## config.mk

```make
export PLATFORM = sky130hd
export DESIGN_NAME = uart_tx_arbiter
export DESIGN_NICKNAME = d
export VERILOG_FILES = /design/src/rtl/uart_tx_arbiter.sv
export SDC_FILE = /design/constraint.sdc
export NUM_CORES = 1
export LEC_CHECK = 0
export ABC_AREA = 1
export BUFFER_PORTS_ARGS = -buffer_cell sky130_fd_sc_hd__buf_2
export CAP_MARGIN = 25
export CELL_PAD_IN_SITES_DETAIL_PLACEMENT = 0
export CELL_PAD_IN_SITES_GLOBAL_PLACEMENT = 1
export CORE_AREA = 2 2 49 96
export DETAILED_ROUTE_END_ITERATION = 8
export DIE_AREA = 0 0 51 98
export PLACE_DENSITY = 0.79
export REMOVE_ABC_BUFFERS = 1
export SYNTH_ARGS = -nofsm -noshare
export SYNTH_HDL_FRONTEND = slang
export SYNTH_SLANG_ARGS = --single-unit
```

## constraint.sdc

```tcl
create_clock -name UART_TX_ARBITER_CLOCK_50 -period 5.3 [get_ports UART_TX_ARBITER_CLOCK_50]
set_input_delay 0.795 -clock UART_TX_ARBITER_CLOCK_50 [delete_from_list [all_inputs] [get_ports UART_TX_ARBITER_CLOCK_50]]
set_output_delay 0.795 -clock UART_TX_ARBITER_CLOCK_50 [all_outputs]
set_load 0.1 [all_outputs]
```

## src/rtl/uart_tx_arbiter.sv

```systemverilog
// Round-robin arbiter that shares one UART transmitter among several byte requesters.
// Grants one request, strobes the UART, then tracks its busy flag until the frame ends.
module uart_tx_arbiter #(
  parameter int unsigned NUM_REQ       = 4,
  parameter int unsigned IDX_WIDTH     = 2,
  parameter int unsigned DATAWIDTH_BUS = 8,
  parameter int unsigned BUSY_TIMEOUT  = 8
) (
  input  logic                               UART_TX_ARBITER_CLOCK_50,
  input  logic                               UART_TX_ARBITER_RESET_InLow,
  input  logic [NUM_REQ-1:0]                 UART_TX_ARBITER_req_InHigh,
  input  logic [NUM_REQ*DATAWIDTH_BUS-1:0]   UART_TX_ARBITER_data_In,
  input  logic                               UART_TX_ARBITER_uartBusy_In,
  output logic [NUM_REQ-1:0]                 UART_TX_ARBITER_ack_Out,
  output logic                               UART_TX_ARBITER_newData_Out,
  output logic [DATAWIDTH_BUS-1:0]           UART_TX_ARBITER_data_Out,
  output logic [IDX_WIDTH-1:0]               UART_TX_ARBITER_grantIdx_Out,
  output logic                               UART_TX_ARBITER_busy_Out,
  output logic                               UART_TX_ARBITER_timeoutErr_Out
);

  localparam int unsigned CntW = $clog2(BUSY_TIMEOUT);

  typedef enum logic [1:0] {StIdle, StWaitBusy, StWaitDone} state_e;

  state_e                     r_state, w_state_d;
  logic [IDX_WIDTH-1:0]       r_ptr, w_ptr_d;
  logic [CntW-1:0]            r_cnt, w_cnt_d;
  logic [NUM_REQ-1:0]         r_ack, w_ack_d;
  logic                       r_new, w_new_d;
  logic [DATAWIDTH_BUS-1:0]   r_data, w_data_d;
  logic [IDX_WIDTH-1:0]       r_grant, w_grant_d;
  logic                       r_busy;
  logic                       r_err, w_err_d;

  logic                       w_found;
  logic [IDX_WIDTH-1:0]       w_winner;
  logic [DATAWIDTH_BUS-1:0]   w_pick_data;
  logic [IDX_WIDTH-1:0]       w_ptr_after;

  // Search from the pointer upward, wrapping, and keep the first requester found.
  always_comb begin : p_pick
    int                   v_pos;
    logic [IDX_WIDTH-1:0] v_idx;
    w_found  = 1'b0;
    w_winner = '0;
    v_pos    = 0;
    v_idx    = '0;
    for (int k = 0; k < int'(NUM_REQ); k++) begin
      v_pos = int'(r_ptr) + k;
      if (v_pos >= int'(NUM_REQ)) begin
        v_pos = v_pos - int'(NUM_REQ);
      end
      v_idx = IDX_WIDTH'(v_pos);
      if (!w_found && UART_TX_ARBITER_req_InHigh[v_idx]) begin
        w_found  = 1'b1;
        w_winner = v_idx;
      end
    end
  end

  assign w_pick_data = DATAWIDTH_BUS'(UART_TX_ARBITER_data_In >>
                                      (int'(w_winner) * int'(DATAWIDTH_BUS)));
  assign w_ptr_after = (int'(w_winner) == int'(NUM_REQ) - 1) ? '0 : w_winner + IDX_WIDTH'(1);

  always_comb begin
    w_state_d = r_state;
    w_ptr_d   = r_ptr;
    w_cnt_d   = r_cnt;
    w_ack_d   = '0;
    w_new_d   = 1'b0;
    w_data_d  = r_data;
    w_grant_d = r_grant;
    w_err_d   = r_err;
    unique case (r_state)
      StIdle: begin
        if (w_found) begin
          w_data_d  = w_pick_data;
          w_grant_d = w_winner;
          w_ack_d   = NUM_REQ'(1) << w_winner;
          w_new_d   = 1'b1;
          w_ptr_d   = w_ptr_after;
          w_cnt_d   = '0;
          w_state_d = StWaitBusy;
        end
      end
      StWaitBusy: begin
        if (UART_TX_ARBITER_uartBusy_In) begin
          w_state_d = StWaitDone;
        end else if (r_cnt == CntW'(BUSY_TIMEOUT - 1)) begin
          // The byte was already acked, so it is dropped rather than retried.
          w_err_d   = 1'b1;
          w_state_d = StIdle;
        end else begin
          w_cnt_d = r_cnt + CntW'(1);
        end
      end
      StWaitDone: begin
        if (!UART_TX_ARBITER_uartBusy_In) begin
          w_state_d = StIdle;
        end
      end
      default: w_state_d = StIdle;
    endcase
  end

  always_ff @(posedge UART_TX_ARBITER_CLOCK_50) begin
    if (!UART_TX_ARBITER_RESET_InLow) begin
      r_state <= StIdle;
      r_ptr   <= '0;
      r_cnt   <= '0;
      r_ack   <= '0;
      r_new   <= 1'b0;
      r_data  <= '0;
      r_grant <= '0;
      r_busy  <= 1'b0;
      r_err   <= 1'b0;
    end else begin
      r_state <= w_state_d;
      r_ptr   <= w_ptr_d;
      r_cnt   <= w_cnt_d;
      r_ack   <= w_ack_d;
      r_new   <= w_new_d;
      r_data  <= w_data_d;
      r_grant <= w_grant_d;
      r_busy  <= (w_state_d != StIdle);
      r_err   <= w_err_d;
    end
  end

  assign UART_TX_ARBITER_ack_Out        = r_ack;
  assign UART_TX_ARBITER_newData_Out    = r_new;
  assign UART_TX_ARBITER_data_Out       = r_data;
  assign UART_TX_ARBITER_grantIdx_Out   = r_grant;
  assign UART_TX_ARBITER_busy_Out       = r_busy;
  assign UART_TX_ARBITER_timeoutErr_Out = r_err;

endmodule
```

==> flow_summary_export.csv, run 1 <==
group,metric,value,unit
timing,fin_tns_setup,0,ps
timing,relSlewSlack,0.6739,
timing,setup_viol,0,
clock_network,cts_tree,"done",
clock_network,cts.sinks,24,
yosys,synthCells,220,
routing,drtAntennaViolNets,0,
layout,multiInputGateArea,820.8,µm²
pwr,irDropWorstVdd,0.0003951,V
critical_path,cp.required,5480,ps
layout,layout_common_cells,"nand2_1, buf_2, nand3_1",
timing,finalHoldViolCount,0,
timing,fin_crit_sh,0.5178,
placement,routabilityCongestion,0.8218,
yosys,synth_xor_area_frac,0,
yosys,synth_top_family_by_area,"simple AND/OR/NAND/NOR gates",
yosys,yosysSeqAreaShare,0.3319,
layout,layout_commonest_cell,"nand2_1",
placement,hpwl,3.111,mm
placement,post-place-cells,322,
layout,drive_above_1_share,0.2978,
die,ioPinCount,56,
grt,overflow,0,
timing,fin_crit,2744,ps
pwr,pwr_density_cell,774.9,nW/µm²
timing,fmax,364.4,MHz
layout,num-nets-final,315,
run,max-cap-violations,0,
die,die_h,98,µm
die,dieArea,4998,µm²
hold_path,hp-class,"flop to flop",
layout,fin_cells,326,
critical_path,cp.arrival,2920,ps
routing,wirelength,3.905,mm
yosys,yosys.area_share.simple,0.4935,
layout,diodes,0,
yosys,yosys_warnings,0,
grt,grt_pass1_vias,1429,
pwr,p_leak,0.9687,nW
clock_network,postCtsSetupBuffers,0,
routing,drcViolationCount,0,
clock_network,insertion_delay,270,ps
die,start_util,0.3369,
routing,drt-initial-drc-count,34,
routing,drt_pass1_iterations,4,
placement,portBuffers,55,
routing,viasPerCell,4.840,
yosys,synth_cell_type_count,23,
clock_network,cts.clk_slew.worst_paths,90,ps
grt,grt_pass1_wl,6.472,mm
critical_path,crit_path_max_fanout,20,
clock_network,post_cts_resized,0,
routing,wl_per_cell,11.98,µm
clock_network,clockBufferDepth,2,
timing,grt_setup_unrepaired,"false",
die,core_area,4297,µm²
clock_network,clockRootBuffer,"clkbuf_8",
timing,slew_violations,0,
die,rows,34,
clock_network,cts-hold-fix-buffers,0,
status,status,"completed",
clock_network,htree_levels,1,
yosys,ys_ff_latch,24,
grt,antenna_found_initial,0,
yosys,synth_compound_area_frac,0.04754,
grt,grt_max_degree,21,
yosys,syn_avg_cell_area,6.580,µm²
routing,dr_total_vias,1578,
critical_path,end_kind,"flop",
clock_network,numCtsBuffers,3,
grt,track_usage,0.1654,
critical_path,critical_path_class,"flop to flop",
layout,area_growth,23.16,%
critical_path,start_kind,"flop",
layout,nFillCells,484,
timing,worst_slew_pin_slew,492.6,ps
yosys,synth_area,1448,µm²
yosys,synth_adder_area_share,0.02593,
yosys,synthMuxAreaShare,0,
layout,seqCellArea,480.5,µm²
die,die_w,51,µm
timing,clock_skew,5.076,ps
[cell usage after synthesis]
cell type / instances / area [µm²]
nand2_1: 82 / 307.8
nand3_1: 26 / 130.1
dfxtp_1: 24 / 480.5
inv_1: 14 / 52.55
nor2_1: 14 / 52.55
nand4_1: 13 / 81.33
nand2_2: 8 / 50.05
a21oi_1: 6 / 30.03
inv_2: 5 / 18.77
buf_6: 4 / 45.04
o21ai_1: 4 / 20.02
ha_1: 3 / 37.54
nor2_4: 3 / 33.78
buf_2: 2 / 10.01
inv_4: 2 / 12.51
nand3_2: 2 / 20.02
o21ai_0: 2 / 10.01
buf_4: 1 / 7.510
nand2_8: 1 / 20.02
nand3b_1: 1 / 7.510
nor2_2: 1 / 6.260
nor3_1: 1 / 5.000
o32ai_1: 1 / 8.760
[worst paths after layout]
path / slack, ps / to / from / depth (start not counted)
max reg2reg: 2560 / r_ptr[0] / r_ptr[0] / 11
min: 460 / UART_TX_ARBITER_data_Out[6] / UART_TX_ARBITER_data_Out[6] / 2
max: 2560 / r_ptr[0] / r_ptr[0] / 11
min reg2reg: 460 / UART_TX_ARBITER_data_Out[6] / UART_TX_ARBITER_data_Out[6] / 2
[worst max-delay path, stage by stage (launching register included)]
cell,delay (ps)
dfxtp_1,550
inv_1,270
nand2_1,130
nand2_2,90
nand2_2,80
nand2_2,60
nor2_4,110
nand3_2,290
nand3_2,450
inv_4,130
ha_1,200
o32ai_1,260
[power breakdown]
group / switching, W / internal, W / leakage (nW) / total, W
clock network: 0.0000613 / 0.0000664 / 0.0288 / 0.000128
registers: 0.0000380 / 0.000240 / 0.198 / 0.000278
logic: 0.000752 / 0.000224 / 0.742 / 0.000976
total: 0.000851 / 0.000530 / 0.969 / 0.00138
[per-stage QoR]
step | worst slack [ps] | total power (W) | hold slack (ps) | area, µm² | utilization
6_report | 2556 | 0.001382 | 457.2 | 1783 | 0.4150
5_1_grt | 2326 | 0.001500 | 481.2 | 1783 | 0.4150
4_1_cts | 2522 | 0.001389 | 459.8 | 1783 | 0.4150
3_5_place_dp | 2443 | 0.001262 | 442.2 | 1728 | 0.4022
3_3_place_gp | 2507 | 0.001257 | 437.4 | 1728 | 0.4022
2_1_floorplan | 2904 | 0.001073 | 461.2 | 1385 | -
[logic make-up after synthesis]
logic type	count (synthesis)
compound gates	13
buf+inv	28
fa+ha+maj	3
flops	24
simple gates	152
[cell type report]
class	instances	area share
sequential	24	0.2695
inverter	21	0.04702
clock buffer	4	0.03088
tap	54	0.03789
timing repair buffer	55	0.1544
multi-input combinational	168	0.4604
[layer usage]
layer	global-route usage	part of all wire	vias up
met3	0.01835	0.049	6
li1	-	-	813
met2	0.3007	0.55	47
met4	0.05405	0.020	0
met5	0	0	-
met1	0.1933	0.38	712
[flip-flops by register name (all words and copies together) (netlist names)]
signal and flops:
UART_TX_ARBITER_ack_Out 4, UART_TX_ARBITER_busy_Out 1, UART_TX_ARBITER_data_Out 8, UART_TX_ARBITER_grantIdx_Out 2, UART_TX_ARBITER_newData_Out 1, UART_TX_ARBITER_timeoutErr_Out 1
r_cnt 3, r_ptr 2, r_state 2
Note: power is estimated with default switching activity, not from simulation.
==> run 2: changes to the inputs <==
Settings changed: CORE_AREA 2 2 49 96 to 2 2 53 105, DIE_AREA 0 0 51 98 to 0 0 55 107, PLACE_DENSITY 0.79 to 0.7.
Clock period 5.3 ns to 2.5 ns, I/O delays scaled along.
==> flow_summary_export.csv, run 2 (synthesis results as in run 1) <==
group,metric,value,unit
routing,wl_per_cell,12.61,µm
routing,viasPerCell,4.663,
pwr,p_leak,0.9921,nW
timing,worst_slew_pin_slew,507.3,ps
pwr,combPwrFrac,0.728,
critical_path,crit_path_max_fanout,11,
routing,drtAntennaViolNets,0,
clock_network,htree_levels,1,
routing,drcViolationCount,0,
timing,clock_skew,9.641,ps
status,status,"completed",
grt,overflow,0,
grt,met1_usage,0.1718,
critical_path,cp.required,2680,ps
critical_path,critical_path_class,"flop to flop",
clock_network,cts_tree,"done",
placement,routabilityCongestion,0.7950,
die,die_w,55,µm
timing,slew_violations,0,
clock_network,clockRootBuffer,"clkbuf_8",
pwr,power,0.003069,W
clock_network,cts-hold-fix-buffers,0,
routing,dr_total_vias,1562,
timing,fin_tns_setup,0,ps
timing,setup_viol,0,
die,die_h,107,µm
pwr,clock_power_share,0.087,
clock_network,numCtsBuffers,3,
layout,drive_above_1_share,0.3105,
pwr,swShare,0.6043,
die,rows,37,
critical_path,end_kind,"flop",
placement,hpwl,3.327,mm
die,dieArea,5885,µm²
timing,grt_setup_unrepaired,"false",
layout,layout_commonest_cell,"nand2_1",
timing,finalHoldViolCount,0,
grt,grt.busiest_layer,"met2",
grt,grt_max_degree,16,
grt,use_met3,0.01950,
clock_network,cts.clk_slew.worst_paths,90,ps
layout,layout_common_cells,"nand2_1, buf_2, nand3_1",
timing,hold_slack,355.9,ps
pwr,power_switching,0.001855,W
clock_network,post_cts_resized,0,
critical_path,cp.arrival,2230,ps
routing,wirelength,4.226,mm
critical_path,start_kind,"flop",
timing,setup_ws,446.1,ps
timing,fmax,486.9,MHz
clock_network,insertion_delay,270,ps
layout,largest_reg_flops,8,
pwr,pwr_density_cell,1681,nW/µm²
die,ioPinCount,56,
placement,pre_cts_ws,434.0,ps
routing,drt_pass1_iterations,4,
grt,grt_pass1_wl,6.699,mm
layout,diodes,0,
clock_network,clockBufferDepth,2,
timing,relSlewSlack,0.6642,
pwr,seqPwrFrac,0.185,
layout,area_growth,26.10,%
hold_path,hp-class,"input pin to flop",
grt,grt_pass1_vias,1462,
grt,antenna_found_initial,0,
placement,placed_cell_area,1770,µm²
timing,fin_crit_sh,0.8216,
timing,fin_crit,2054,ps
grt,track_usage,0.1553,
clock_network,postCtsSetupBuffers,0,
pwr,irDropWorstVdd,0.0008610,V
run,max-cap-violations,0,
layout,fin_area,1826,µm²
routing,drt-initial-drc-count,37,
die,start_util,0.2843,
clock_network,cts.sinks,24,
layout,num-nets-final,320,
die,core_area,5092,µm²
placement,portBuffers,55,
pwr,p_int,0.001214,W
grt,gr-usage-met2,0.2840,
## run 2: cell count changes in the layout (fill, tap and decap cells not counted)
cell,before,now
buf_4,0,5
## run 2: stage by stage
step | utilization | instances
after floorplan | - | 213
after global placement | 0.3477 | 331
after detailed placement | 0.3477 | 331
after CTS | 0.3585 | 335
after global routing | 0.3585 | 335
final | 0.3585 | 335
## run 2: path summary, 6_finish.rpt
check,start,end,slack (ps),cells after the start
worst min register to register,UART_TX_ARBITER_data_Out[4],UART_TX_ARBITER_data_Out[4],460,2
worst max register to register,r_ptr[0],r_ptr[0],450,12
worst min-delay path,UART_TX_ARBITER_data_In[15],UART_TX_ARBITER_data_Out[7],360,3
worst max-delay path,r_ptr[0],r_ptr[0],450,12
## run 2: final cells by class
class,instances,area [µm²]
Clock buffer,4,55.05
Fill cell,593,3267
Inverter,21,83.83
Multi-Input combinational cell,168,820.8
Sequential cell,24,480.5
Tap cell,58,72.57
Timing Repair Buffer,60,312.8
## run 2: power by group through the flow
stage                     sequential (W)  clock [W]  combinational (W)
after floorplan                  0.00118          0            0.00109
after global placement          0.000575          0            0.00225
after detailed placement        0.000576          0            0.00225
after CTS                       0.000567   0.000285            0.00226
after global routing            0.000580   0.000300            0.00246
final                           0.000567   0.000268            0.00223
## run 2: critical path: stages, from the launching register on
cell	delay (ps)
dfxtp_1	310
inv_1	230
nand2_1	110
nand3_1	120
nand2_2	90
nor2_4	140
nand3_2	190
buf_4	230
nand2_1	70
inv_2	70
nor2_4	240
inv_2	60
o32ai_1	100
## run 2: metal layers
layer  wire, µm  share of wire  vias to the layer above
li1           -              -                      824
met1       1626           0.38                      700
met3        155          0.037                        4
met2       2390           0.57                       34
met4         54          0.013                        0
met5          0              0                        -
